`src/rtl/pdp11_reset_pkg.sv`:
```
// pdp11_reset_pkg: shared state encoding and default delays for the reset sequencer
package pdp11_reset_pkg;

    typedef enum logic [1:0] {HOLD, MIN, SEQ, RUN} rst_state_t;

    // Slice 0 (LSB) is the first stage: SDRAM/CPU 8, terminal 4, peripherals 2
    localparam logic [35:0] DEF_STAGE_DELAY = {12'd2, 12'd4, 12'd8};

    // Delay values of 0 behave as 1
    function automatic int max1(input int v);
        return (v < 1) ? 1 : v;
    endfunction

endpackage

```
`src/rtl/sync_bit.sv`:
```
// sync_bit: two-flop synchroniser with selectable reset value
module sync_bit #(
    parameter logic RST_VAL = 1'b1
) (
    input  logic clk,
    input  logic reset,
    input  logic d,
    output logic q
);

    logic meta;

    // Shift the asynchronous input through two flops
    always_ff @(posedge clk or posedge reset) begin
        if (reset) begin
            meta <= RST_VAL;
            q    <= RST_VAL;
        end else begin
            meta <= d;
            q    <= meta;
        end
    end

endmodule

```
`src/rtl/reset_sequencer.sv`:
```
// reset_sequencer: synchronises reset requests and releases reset domains in order
module reset_sequencer
    import pdp11_reset_pkg::*;
#(
    parameter int NREQ       = 4,
    parameter int N_STAGES   = 3,
    parameter int CNT_W      = 12,
    parameter int MIN_ASSERT = 16,
    parameter logic [N_STAGES*CNT_W-1:0] STAGE_DELAY = DEF_STAGE_DELAY
) (
    input  logic                clk,
    input  logic                reset,
    input  logic [NREQ-1:0]     req,
    input  logic [NREQ-1:0]     req_mask,
    output logic [N_STAGES-1:0] stage_rst,
    output logic                busy,
    output logic                done,
    output logic [7:0]          restart_count
);

    localparam int IDX_W = (N_STAGES > 1) ? $clog2(N_STAGES) : 1;
    localparam logic [CNT_W-1:0] MIN_LAST = CNT_W'(max1(MIN_ASSERT) - 1);
    localparam logic [IDX_W-1:0] LAST_IDX = IDX_W'(N_STAGES - 1);

    logic [NREQ-1:0]  req_sync;
    logic             any_req;
    rst_state_t       state;
    logic [CNT_W-1:0] cnt;
    logic [IDX_W-1:0] idx;
    logic [CNT_W-1:0] stage_last [N_STAGES];

    for (genvar i = 0; i < NREQ; i++) begin : g_sync
        sync_bit #(.RST_VAL(1'b1)) u_sync (
            .clk   (clk),
            .reset (reset),
            .d     (req[i]),
            .q     (req_sync[i])
        );
    end

    // Terminal count per stage; a zero delay behaves as one cycle
    for (genvar i = 0; i < N_STAGES; i++) begin : g_last
        assign stage_last[i] = (STAGE_DELAY[i*CNT_W +: CNT_W] == '0) ? '0
                             : STAGE_DELAY[i*CNT_W +: CNT_W] - 1'b1;
    end

    assign any_req = |(req_sync & ~req_mask);

    // Sequencer FSM: a live request always wins over any counter match
    always_ff @(posedge clk or posedge reset) begin
        if (reset) begin
            state         <= HOLD;
            cnt           <= '0;
            idx           <= '0;
            stage_rst     <= '1;
            busy          <= 1'b1;
            done          <= 1'b0;
            restart_count <= '0;
        end else begin
            done <= 1'b0;
            if (any_req) begin
                state     <= HOLD;
                cnt       <= '0;
                idx       <= '0;
                stage_rst <= '1;
                busy      <= 1'b1;
                if ((state == MIN || state == SEQ) && restart_count != 8'hFF)
                    restart_count <= restart_count + 8'd1;
            end else begin
                case (state)
                    HOLD: begin
                        state <= MIN;
                        cnt   <= '0;
                    end
                    MIN: begin
                        if (cnt == MIN_LAST) begin
                            state <= SEQ;
                            cnt   <= '0;
                            idx   <= '0;
                        end else begin
                            cnt <= cnt + 1'b1;
                        end
                    end
                    SEQ: begin
                        if (cnt == stage_last[idx]) begin
                            stage_rst[idx] <= 1'b0;
                            cnt            <= '0;
                            if (idx == LAST_IDX) begin
                                state <= RUN;
                                done  <= 1'b1;
                                busy  <= 1'b0;
                            end else begin
                                idx <= idx + 1'b1;
                            end
                        end else begin
                            cnt <= cnt + 1'b1;
                        end
                    end
                    RUN: state <= RUN;
                    default: state <= HOLD;
                endcase
            end
        end
    end

endmodule
```
`config.mk`:
```
export PLATFORM = sky130hd
export DESIGN_NAME = reset_sequencer
export DESIGN_NICKNAME = d
export VERILOG_FILES = /design/src/rtl/pdp11_reset_pkg.sv /design/src/rtl/sync_bit.sv /design/src/rtl/reset_sequencer.sv
export SDC_FILE = /design/constraint.sdc
export NUM_CORES = 1
export LEC_CHECK = 0
export ABC_AREA = 0
export BUFFER_PORTS_ARGS = -buffer_cell sky130_fd_sc_hd__buf_2
export CAP_MARGIN = 15
export CORE_AREA = 2 2 78 80
export CTS_BUF_LIST = sky130_fd_sc_hd__clkbuf_2
export CTS_CLUSTER_SIZE = 20
export DETAILED_ROUTE_END_ITERATION = 7
export DIE_AREA = 0 0 80 82
export MAX_ROUTING_LAYER = met4
export SLEW_MARGIN = 25
export SYNTH_ARGS = -nofsm -noshare
export SYNTH_HDL_FRONTEND = slang
export SYNTH_SLANG_ARGS = --single-unit
```
`constraint.sdc`:
```
create_clock -name clk -period 2.3 [get_ports clk]
set_input_delay 0.115 -clock clk [delete_from_list [all_inputs] [get_ports clk]]
set_output_delay 0.115 -clock clk [all_outputs]
set_load 0.05 [all_outputs]
```
# == Word level (Yosys, flattened, before mapping) ==
# Index checks and enable logic that the tools add are counted.
# totals
reg_bits,37
inputBits,10
output_inout_bits,13
# op_classes
addsub,3
magnitude_cmp,3
n_eq_ne,11
muxes,30
bitwise,5
reduce_logical,15
# op_table
op,n
$mux W12,5
$pmux W12 S3,1
$bmux W12 S2,1
$mux W2,8
$add A12 B1 Y12 const B,1
$eq A12 B12 Y1,1
$eq A12 B4 Y1 const B,1
$mux W1,9
$mux W3,3
$ne A3 B2 Y1 const B,3
$add A8 B1 Y8 const B,1
$ne A8 B8 Y1 const B,1
$pmux W2 S4,1
$eq A2 B2 Y1 const B,3
$reduce_and A3 Y1,2
$reduce_bool A2 Y1,3
$and A4 B4 Y4,1
$not A4 Y4,1
$pmux W2 S2,1
$reduce_and A2 Y1,2
$reduce_and A4 Y1,1
$reduce_bool A4 Y1,1
$reduce_or A4 Y1,1
$and A3 B3 Y3,1
other kinds (13),14

# == Longest topological paths before layout ==
# Gate-level depths: netlist (run 1).
# logic_depth
depth_word,9
ltp_mapped,7

# == By module ==
# Synthesis (run 1) repeated with hierarchy kept, for this count alone.
# unflattened
hier_cells,180
hier_area_um2,1890.6
# by_module_without_submodules
module,n_inst,cells_per_inst,area_each_um2,seq_area_each_um2
reset_sequencer,1,168,1665.3,730.7
sync_bit,4,3,56.3,52.6

# == Least setup slack after synthesis (run 1) ==
# No wires, ideal clock.
# synth_path
kind,reg2reg
from,reg restart_count[0]
to,reg restart_count[1]
setup_ns,0.125
arrival_time_ns,1.751
slack_ns,0.424
stages_incl_launch_ff,6
synth_period_minus_slack_ns,1.876
cell_sequence,dfrtp_1 > ha_1 > nand4_1 > and3_1 > clkbuf_1 > mux2_2
# synth_via
elab_chain_len,3
word_cells_on_any_way,4
classes_between,add/sub (1); eq/ne (1); reduce/logical (2)
# synth_lines
element,line,text
start: declaration,reset_sequencer.sv:18,output logic [7:0] restart_count
start signal: assignment,reset_sequencer.sv:68,restart_count <= restart_count + 8'd1;
branches (longest 3 deep; another with $add A8 B1 Y8),-,
# Parallel ways; which one is timed is not known.
# A chain may end at the register's enable or synchronous reset.

# == Worst setup path in the final report (run 1) ==
# layout_path
from,reg idx[1]
to,reg state[1]
# layout_via
elab_chain_len,7
word_cells_on_any_way,9
classes_between,eq/ne (4); mux (3); bitwise (1); reduce/logical (1)
# layout_lines
element,line,text
start: declaration,reset_sequencer.sv:29,logic [IDX_W-1:0] idx;
start signal: assignment,reset_sequencer.sv:93,idx <= idx + 1'b1;
$not A2 Y3 (implied by the code),reset_sequencer.sv:85,if (cnt == stage_last[idx]) begin
$bmux W12 S2,reset_sequencer.sv:85,
$mux W12 (implied by the code) (2 in a row),reset_sequencer.sv:85,
$eq A12 B12 Y1,reset_sequencer.sv:85,
$ne A3 B2 Y1 (no line),-,
$reduce_and A3 Y1 (no line) (*),-,
end signal: assignment,reset_sequencer.sv:89,state <= RUN;
end signal: assignment,reset_sequencer.sv:99,RUN: state <= RUN;
end signal: assignment,reset_sequencer.sv:100,default: state <= HOLD;
end: declaration,reset_sequencer.sv:27,rst_state_t state;
# Every way passes the cells marked *; elsewhere a longest branch is shown, timed or not. The select of a mux whose other input is x is not followed.

==> results of run 1 <==
-- synth_stat cells, drive strengths merged (4+ instances only) --
cell type	count	area share (%)
inv	12	2.3
o21ai	7	2.0
and2	5	1.7
ha	9	5.8
nand2	27	5.2
xnor2	8	3.6
dfrtp	25	32
nor2	13	2.8
nand3	6	1.6
a21oi	4	1.2
o221ai	6	2.7
a21o	4	1.6
dfstp	12	16
o2111ai	4	1.8
nand4	7	2.3
o211ai	6	2.3
and3	4	1.4
-- flip-flops by register name, indices dropped and copies added (netlist names) --
name and count:
busy 1, cnt 12, done 1, g_sync.u_sync.meta 4
g_sync.u_sync.q 4, idx 2, restart_count 8, stage_rst 3
state 2
-- final cells by class --
class	instances	area share [%]
well taps	75	4.17
repair buffers	32	8.78
clock buffers	5	1.11
clock inverters	3	0.945
multi-input cells	137	41.2
inverters	12	2.00
flip-flops and latches	37	41.8
-- tightest hold or removal path, cell delays in order --
cell and delay [ns]:
dlygate4sd3_1 0.54, buf_2 0.12, inv_1 0.13
-- final timing paths --
check	to	cells after the start	slack (ns)	startpoint
max in group asynchronous	stage_rst[1]	4	1.49	reset
min in group clk	g_sync[3].u_sync.meta	2	0.33	req[3]
max reg2reg	state[1]	8	0.18	idx[1]
min reg2reg	g_sync[2].u_sync.q	0	0.37	g_sync[2].u_sync.meta
max	state[1]	8	0.18	idx[1]
min	g_sync[3].u_sync.meta	3	0.32	reset
-- power groups by stage --
stage	sequential, mW	combinational, mW	clock [mW]
6_report	0.785	0.428	0.313
5_1_grt	0.798	0.464	0.360
4_1_cts	0.786	0.430	0.329
3_5_place_dp	0.795	0.421	0
3_3_place_gp	0.797	0.415	0
2_1_floorplan	0.930	0.170	0
-- layout by cell type, fill, tap and decap left out, types with 5 or more instances in the layout --
cell type / instances
clkbuf_2: 5
dfrtp_1: 25
o211ai_1: 6
o21ai_0: 6
nor2_1: 11
o221ai_1: 6
nand4_1: 7
buf_2: 22
xnor2_1: 8
nand2_1: 27
dfstp_2: 12
ha_1: 9
inv_1: 12
buf_4: 5
dlygate4sd3_1: 5
nand3_1: 6
-- layer usage --
layer	track usage (%)	up-vias	share of wire [%]
met2	20.4	27	47
met4	5.08	0	1.0
met1	16.9	715	48
met5	-	-	0
li1	-	746	-
met3	2.97	5	3.5
-- per-stage QoR --
stage	hold WS [ns]	util, %	total power [mW]	instance area (sq um)	setup WS [ns]
floorplan	0.119	-	1.10	1930	0.424
global placement	0.207	37.4	1.21	2150	0.233
detailed placement	0.221	37.4	1.22	2150	0.201
CTS	0.296	39.0	1.54	2240	0.151
global route	0.290	39.2	1.62	2250	0.00631
finish	0.323	39.2	1.53	2250	0.180
-- cells by family (layout without fill, tap and decap cells) --
| logic type | count (synthesis) | count (layout) | share of synthesized area [%] |
|---|---|---|---|
| AO/OA/AOI/OAI | 38 | 38 | 14.7 |
| XOR/XNOR | 10 | 10 | 4.54 |
| adder cells (fa/ha/maj) | 9 | 9 | 5.83 |
| buffers and inverters | 17 | 52 | 3.63 |
| flip-flops | 37 | 37 | 48.7 |
| multiplexers | 1 | 1 | 0.583 |
| AND/OR/NAND/NOR | 79 | 79 | 22.0 |
-- what timing repair did --
| item | CTS | global route |
|---|---|---|
| gates resized for setup | 0 | 1 |
| hold buffers | 5 | 0 |
| setup endpoints to repair | 0 | 2 |
| hold endpoints to repair | 33 | 0 |
==> metrics.yaml, run 1 <==
layout:
  fillCellCount: 578
  area_delta_synth_final_pct: 16.6
  multi_input_comb_area_sq_um: 927
  drive_above_1_share_pct: 27.0
  seqCellArea_sq_um: 941
  layoutNonFillerInstCount: 301
  diodes: 0
  finalNetCount: 244
detailed_routing:
  dr.pass1.iters: 4
  vias_per_cell: 4.96
  drt_iter0_markers: 63
  wl_microns: 3830
  wl_per_cell_microns: 12.7
  drc: 0
  ant_nets: 0
  vias: 1493
power_and_ir_drop:
  power.share.combinational_pct: 28.1
  power_density_nw_per_um2: 678
  ir_drop_mv: 0.276
  swShare_pct: 40.0
  p_sw_uw: 610
  seqPwrFrac_pct: 51.4
  clkPwrFrac_pct: 20.5
  p_leak_nw: 0.963
  intPower_uw: 916
setup_path:
  path_cells: "inv_1 -> ha_1 -> xor2_1 -> nor4_2 -> buf_4 -> a31oi_2 -> or3_1 -> a21oi_1"
  cp-end-kind: "register"
  cp_slowest_cell: "dfrtp_1"
  crit_required_ns: 2.64
  crit_family: "simple AND/OR/NAND/NOR gates"
  arrival_ns: 2.46
  max_stage_delay_ns: 0.47
  crit_path_max_fanout: 5
  critPathLaunchType: "register"
  path_buf_inv: 2
  path_class: "register to register"
clocking:
  clock_path_buffers: 2
  cts_sinks: 37
  cts_buffers: 5
  tritoncts: "built"
  h-tree-depth: 2
  postCtsSetupRepairBufs: 0
  clockRootBuffer: "clkbuf_2"
  clock_latency_ns: 0.39
  path_clk_slew_ns: 0.21
hold_path:
  hold_path_class: "primary input to async pin"
outcome:
  status: "finished, final reports clean"
synthesis:
  synthFlopType: "dfrtp_1"
  syn_nets: 210
  seq_area_frac_synth_pct: 48.7
  ys_ff_latch: 37
  ys_warn_count: 0
  synth_cells: 191
  synth_area_sq_um: 1930
  synthArstFlopShare_pct: 100
  synth_edf_count: 0
  synth.distinct_cells: 44
  syn_avg_cell_area_sq_um: 10.1
floorplan:
  initial_core_util_pct: 33.6
  io_pins: 23
  fp.coreArea_sq_um: 5750
  die_w_microns: 80
  fp.dieArea_sq_um: 6560
  die_y_microns: 82
  rows: 28
timing:
  maxSlewViolCount: 0
  relSlewSlack_pct: 48.9
  finalSetupViolations: 0
  fmax_ghz: 0.472
  fin_skew_ns: 0.0122
  rsz0062_at_grt: "no"
  worst_pin_slew_ns: 0.764
  timing.final.crit_share_pct: 92.2
  period_needed_ns: 2.12
  hold_violations: 0
  fin_tns_setup_ns: 0
global_route:
  grtUsageTotal_pct: 13.2
  antenna_found_initial: 0
  overflow: 0
  grt_pass1_vias: 1373
  grt_pass1_wl_microns: 6420
  grt_max_degree: 34
placement:
  numPortBuffers: 22
  hpwl_microns: 2760
  place_congestion: 0.754
  dp_cells: 288
run:
  drv_cap: 0
Note: power is estimated with default switching activity, not from simulation.
==> inputs of run 2 (changes only) <==
==> constraint.sdc (replaced) <==
create_clock -name clk -period 2.3 [get_ports clk]
set_input_delay 0.23 -clock clk [delete_from_list [all_inputs] [get_ports clk]]
set_output_delay 0.23 -clock clk [all_outputs]
set_load 0.05 [all_outputs]
==> run 2 against run 1 <==
Die area did not move; core utilization grew 0.41 points; first-iteration DRC count increased by 100%; clock skew hardly changed; setup slack gained 0.063 ns; final cell count shrank 0.33%; total power up 5.9%; final area up 1.1%; worst hold slack improved by 0.048 ns; sequential power is essentially flat; wire length down 0.65%; critical path type unchanged.
==> metrics.yaml, run 2 (synthesis gave the netlist of run 1 again) <==
outcome:
  status: "finished, final reports clean"  # unchanged
timing:
  finalSetupViolations: 0  # unchanged
  fmax_ghz: 0.486  # was 0.472 GHz
  timing.final.crit_share_pct: 89.4  # was 92.2%
  period_needed_ns: 2.06  # was 2.12 ns
  relSlewSlack_pct: 54.8  # was 48.9%
  worst_pin_slew_ns: 0.676  # was 0.764 ns
  maxSlewViolCount: 0  # unchanged
  fin_tns_setup_ns: 0  # unchanged
  layout_setup_ws_ns: 0.244  # was 0.180 ns
  rsz0062_at_grt: "no"  # unchanged
  fin_skew_ns: 0.0122  # about the same
  hold_violations: 0  # unchanged
setup_path:
  path_cells: "inv_1 -> ha_1 -> xor2_1 -> nor4_4 -> a21oi_4 -> o21ai_2 -> o211ai_1"  # was inv_1 -> ha_1 -> xor2_1 -> nor4_2 -> buf_4 -> a31oi_2 -> or3_1 -> a21oi_1
  crit_family: "compound AO/OA/AOI/OAI gates"  # was simple AND/OR/NAND/NOR gates
  critPathLaunchType: "register"  # unchanged
  rr_endpoint: "cnt[10]"  # was state[1]
  path_class: "register to register"  # unchanged
  cp_num_cells: 7  # was 8
  crit_required_ns: 2.57  # was 2.64 ns
  crit_path_max_fanout: 10  # was 5
  path_buf_inv: 1  # was 2
  rr_worst_depth: 7  # was 8
  cp_slowest_cell: "dfrtp_1"  # unchanged
  reg2reg_slack_ns: 0.24  # was 0.18 ns
  arrival_ns: 2.32  # was 2.46 ns
  max_stage_delay_ns: 0.46  # was 0.47 ns
  r2r-start: "idx[1]"  # unchanged
  cp-end-kind: "register"  # unchanged
global_route:
  top_usage_layer: "met2"  # unchanged
  grt_max_degree: 38  # was 34
  grtUsageTotal_pct: 13.4  # was 13.2%
  use_met2_pct: 21.6  # was 20.4%
  grt_pass1_wl_microns: 6590  # was 6420 microns
  antenna_found_initial: 0  # unchanged
  grt_use_met3_pct: 3.30  # was 2.97%
  grt_use_met1_pct: 16.6  # was 16.9%
  overflow: 0  # unchanged
  grt_pass1_vias: 1437  # was 1373
detailed_routing:
  drt_iter0_markers: 129  # was 63
  wl_per_cell_microns: 12.7  # about the same
  wl_microns: 3800  # was 3830 microns
  vias: 1514  # was 1493
  ant_nets: 0  # unchanged
  dr.pass1.iters: 4  # unchanged
  drc: 0  # unchanged
  vias_per_cell: 5.05  # was 4.96
floorplan:
  fp.dieArea_sq_um: 6560  # unchanged
  initial_core_util_pct: 33.6  # unchanged
  die_w_microns: 80  # unchanged
  rows: 28  # unchanged
  fp.coreArea_sq_um: 5750  # unchanged
  die_y_microns: 82  # unchanged
  io_pins: 23  # unchanged
layout:
  drive_above_1_share_pct: 26.7  # was 27.0%
  multi_input_comb_area_sq_um: 936  # was 927 sq um
  final_common_cell: "nand2_1"  # unchanged
  finalNetCount: 243  # was 244
  largest_reg_flops: 12  # unchanged
  fillCellCount: 610  # was 578
  layoutNonFillerInstCount: 300  # was 301
  seqCellArea_sq_um: 941  # unchanged
  regMostFlops: "cnt"  # unchanged
  fin_area_sq_um: 2270  # was 2250 sq um
  area_delta_synth_final_pct: 17.8  # was 16.6%
  top_regs: "cnt x12, restart_count x8"  # unchanged
  layout_common_cells: "27 x nand2_1, 25 x dfrtp_1, 22 x buf_2"  # unchanged
  diodes: 0  # unchanged
clocking:
  cts_buffers: 5  # unchanged
  tritoncts: "built"  # unchanged
  postCtsSetupRepairBufs: 0  # unchanged
  clockRootBuffer: "clkbuf_2"  # unchanged
  clock_latency_ns: 0.38  # was 0.39 ns
  path_clk_slew_ns: 0.20  # was 0.21 ns
  clock_path_buffers: 2  # unchanged
  h-tree-depth: 2  # unchanged
  cts_sinks: 37  # unchanged
power_and_ir_drop:
  ir_drop_mv: 0.278  # was 0.276 mV
  p_leak_nw: 0.971  # was 0.963 nW
  power_density_nw_per_um2: 711  # was 678 nW/um^2
hold_path:
  holdPathStages: 0
  hold_path_end: "g_sync[3].u_sync.q"
  hold_path_class: "register to register"  # was primary input to async pin
  hold_start: "g_sync[3].u_sync.meta"
placement:
  placed_cell_area_sq_um: 2140  # was 2150 sq um
  hpwl_microns: 2710  # was 2760 microns
  numPortBuffers: 22  # unchanged
  place_congestion: 0.821  # was 0.754
  dp_slack_ns: 0.133  # was 0.201 ns
  dp_cells: 287  # was 288
run:
  drv_cap: 0  # unchanged
## run 2: timing repair
item,4_1_cts,5_1_grt
resized for setup,0,2
endpoints found under the hold margin,29,0
setup endpoints to repair,0,5
hold buffers,5,0
## run 2: worst max path at each step
stage / end / startpoint / slack [ns]
finish: cnt[10] / idx[1] / 0.24
detailed placement: cnt[10] / idx[1] / 0.13
CTS: cnt[10] / idx[1] / 0.11
global placement: cnt[10] / idx[1] / 0.22
global route: cnt[4] / state[1] / 0.09
floorplan: restart_count[1] / restart_count[0] / 0.42
## run 2: power breakdown
part	switching [mW]	leakage [nW]	total [mW]	internal (mW)
sequential	0.0724	0.465	0.785	0.713
combinational	0.296	0.463	0.418	0.122
clock	0.223	0.0432	0.414	0.191
## run 2: stage by stage
| stage | hold WS (ns) | utilization, % | total power [mW] |
|---|---|---|---|
| floorplan | 0.234 | - | 1.10 |
| global route | 0.377 | 39.6 | 1.71 |
| detailed placement | 0.337 | 37.2 | 1.21 |
| CTS | 0.374 | 39.3 | 1.64 |
| finish | 0.371 | 39.6 | 1.62 |
| global placement | 0.337 | 37.2 | 1.21 |
## run 2: worst register-to-register path, delay by kind of cell, from the launching register on
kind / cells / cell delay (ns)
simple gates: 1 / 0.39
buf+inv: 1 / 0.09
xor+xnor: 1 / 0.20
fa+ha+maj: 1 / 0.21
flops: 1 / 0.46
compound gates: 3 / 0.59
## run 2: final cells by class
class | instances | share of cell area [%]
Timing Repair Buffer | 31 | 8.36
Clock buffer | 6 | 1.32
Multi-Input combinational cell | 137 | 41.1
Sequential cell | 37 | 41.4
Clock inverter | 2 | 1.71
Inverter | 12 | 1.98
Tap cell | 75 | 4.13
## run 2: metal layers
layer	vias to the layer above	routed length (microns)
li1	750	-
met1	733	1790
met2	25	1820
met3	6	130
met4	0	63
met5	-	0
==> inputs of run 3 (changes only) <==
RECOVER_POWER = 50   (was default)
clock period = 1.8 ns   (was 2.3 ns; I/O delays follow)
==> run 3 against run 2 <==
The run now ends with negative setup slack left; critical endpoint is now cnt[9]; highest routed layer unchanged; critical path type unchanged; clock skew grew 0.0057 ns; final area grew 20%; count of clock-buffer cells in the layout shrank 1.
==> metrics.yaml, run 3 (synthesis gave the netlist of run 1 again) <==
detailed_routing:
  wl_per_cell_microns: 13.6  # was 12.7 microns
  drc: 0  # unchanged
  ant_nets: 0  # unchanged
  drt_iter0_markers: 120  # was 129
  vias_per_cell: 4.94  # was 5.05
  vias: 1681  # was 1514
  dr.pass1.iters: 4  # unchanged
  wl_microns: 4620  # was 3800 microns
clocking:
  cts_sinks: 37  # unchanged
  clock_latency_ns: 0.40  # was 0.38 ns
  path_clk_slew_ns: 0.19  # was 0.20 ns
  clockRootBuffer: "clkbuf_2"  # unchanged
  tritoncts: "built"  # unchanged
  cts_buffers: 5  # unchanged
  h-tree-depth: 2  # unchanged
  clock_path_buffers: 2  # unchanged
floorplan:
  die_y_microns: 82  # unchanged
  initial_core_util_pct: 33.6  # unchanged
  rows: 28  # unchanged
  fp.dieArea_sq_um: 6560  # unchanged
  fp.coreArea_sq_um: 5750  # unchanged
  die_w_microns: 80  # unchanged
  io_pins: 23  # unchanged
setup_path:
  crit_start: "cnt[11]"  # was idx[1]
  critPathLaunchType: "register"  # unchanged
  crit_path_max_fanout: 7  # was 10
  cp-end-kind: "register"  # unchanged
  path_class: "register to register"  # unchanged
  r2r-start: "cnt[11]"  # was idx[1]
  reg2reg_slack_ns: -0.09  # was 0.24 ns
  crit_required_ns: 2.08  # was 2.57 ns
  arrival_ns: 2.17  # was 2.32 ns
timing:
  finalSetupViolations: 18  # was 0
  hold_slack_ns: 0.365  # was 0.371 ns
  relSlewSlack_pct: 38.7  # was 54.8%
  fmax_ghz: 0.530  # was 0.486 GHz
  maxSlewViolCount: 0  # unchanged
  timing.final.crit_share_pct: 105  # was 89.4%
  period_needed_ns: 1.89  # was 2.06 ns
  fin_skew_ns: 0.0179  # was 0.0122 ns
  worst_pin_slew_ns: 0.920  # was 0.676 ns
  fin_tns_setup_ns: -0.789  # was 0 ns
  hold_violations: 0  # unchanged
  rsz0062_at_grt: "yes"  # was no
  layout_setup_ws_ns: -0.0872  # was 0.244 ns
global_route:
  grt_pass1_vias: 1704  # was 1437
  antenna_found_initial: 0  # unchanged
  grtUsageTotal_pct: 15.7  # was 13.4%
  overflow: 0  # unchanged
  grt_max_degree: 38  # unchanged
  grt_pass1_wl_microns: 7780  # was 6590 microns
power_and_ir_drop:
  intPower_mw: 1.23  # was 1.03 mW
  swShare_pct: 40.0  # was 36.6%
  power.share.combinational_pct: 32.0  # was 25.9%
  p_sw_uw: 819  # was 591 uW
  seqPwrFrac_pct: 49.2  # was 48.5%
  total_power_mw: 2.05  # was 1.62 mW
  ir_drop_mv: 0.631  # was 0.278 mV
  clkPwrFrac_pct: 18.9  # was 25.6%
  power_density_nw_per_um2: 750  # was 711 nW/um^2
  p_leak_nw: 1.21  # was 0.971 nW
placement:
  dp_cells: 316  # was 287
  hpwl_microns: 3060  # was 2710 microns
  place_congestion: 0.828  # was 0.821
  numPortBuffers: 22  # unchanged
  placed_cell_area_sq_um: 2370  # was 2140 sq um
layout:
  area_delta_synth_final_pct: 41.2  # was 17.8%
  final_common_cell: "buf_4"  # was nand2_1
  diodes: 0  # unchanged
  layout_common_cells: "35 x buf_4, 24 x nand2_1, 23 x dfrtp_1"  # was 27 x nand2_1, 25 x dfrtp_1, 22 x buf_2
  multi_input_comb_area_sq_um: 1070  # was 936 sq um
  layoutNonFillerInstCount: 340  # was 300
  fin_area_sq_um: 2730  # was 2270 sq um
  finalNetCount: 283  # was 243
  seqCellArea_sq_um: 943  # was 941 sq um
  regMostFlops: "cnt"  # unchanged
  fillCellCount: 556  # was 610
  largest_reg_flops: 12  # unchanged
  drive_above_1_share_pct: 46.0  # was 26.7%
  top_regs: "cnt x12, restart_count x8"  # unchanged
outcome:
  status: "finished, violations left"  # was finished, final reports clean
  violations: "negative setup slack"
run:
  drv_cap: 0  # unchanged
hold_path:
  hold_start: "g_sync[2].u_sync.meta"  # was g_sync[3].u_sync.meta
  hold_path_class: "register to register"  # unchanged
## run 3: through the flow
stage / util (%) / setup WS (ns)
after global placement: 41.3 / -0.201
after CTS: 45.1 / -0.0773
final: 47.5 / -0.0872
after global routing: 47.5 / -0.187
after detailed placement: 41.3 / -0.173
after floorplan: - / -0.0231
## run 3: final cells by class
cell class	count	share of cell area [%]
clock buffers	5	0.918
well taps	75	3.44
flip-flops and latches	37	34.6
inverters	12	1.65
multi-input cells	137	39.4
repair buffers	71	19.3
clock inverters	3	0.642
## run 3: worst max-delay path: stages (launching register included)
cell      delay, ns
dfrtp_1        0.42
or4_4          0.58
nor3_4         0.27
nor2_4         0.11
o21ai_4        0.26
o211ai_1       0.14
## run 3: per-layer routing
metal	vias to the layer above	global-route usage (%)	routed length [microns]
met5	-	-	0
met4	0	5.59	80
met3	10	2.31	99
met2	27	26.7	2270
met1	819	19.1	2170
li1	825	-	-
## run 3: what timing repair did
| item | in CTS | in global routing |
|---|---|---|
| hold endpoints to repair | 29 | 0 |
| gates cloned | 0 | 0 |
| hold buffers | 5 | 0 |
| pin swaps | 21 | 21 |
| gates resized for setup | 21 | 21 |
| setup buffers | 4 | 8 |
| setup endpoints to repair | 18 | 21 |
## run 3: path summary, 6_finish.rpt
path	end	cells past startpoint
worst min-delay path	g_sync[2].u_sync.q	0
worst min register to register	g_sync[2].u_sync.q	0
max in group asynchronous	restart_count[1]	4
min in group asynchronous	state[0]	4
worst max register to register	cnt[9]	5
worst max-delay path	cnt[9]	5
## run 3: power groups by stage
stage	registers (mW)	clock network (mW)	logic, mW
global placement	1.02	0	0.582
CTS	1.00	0.409	0.645
floorplan	1.19	0	0.220
global route	1.02	0.450	0.700
finish	1.01	0.386	0.654
detailed placement	1.02	0	0.589
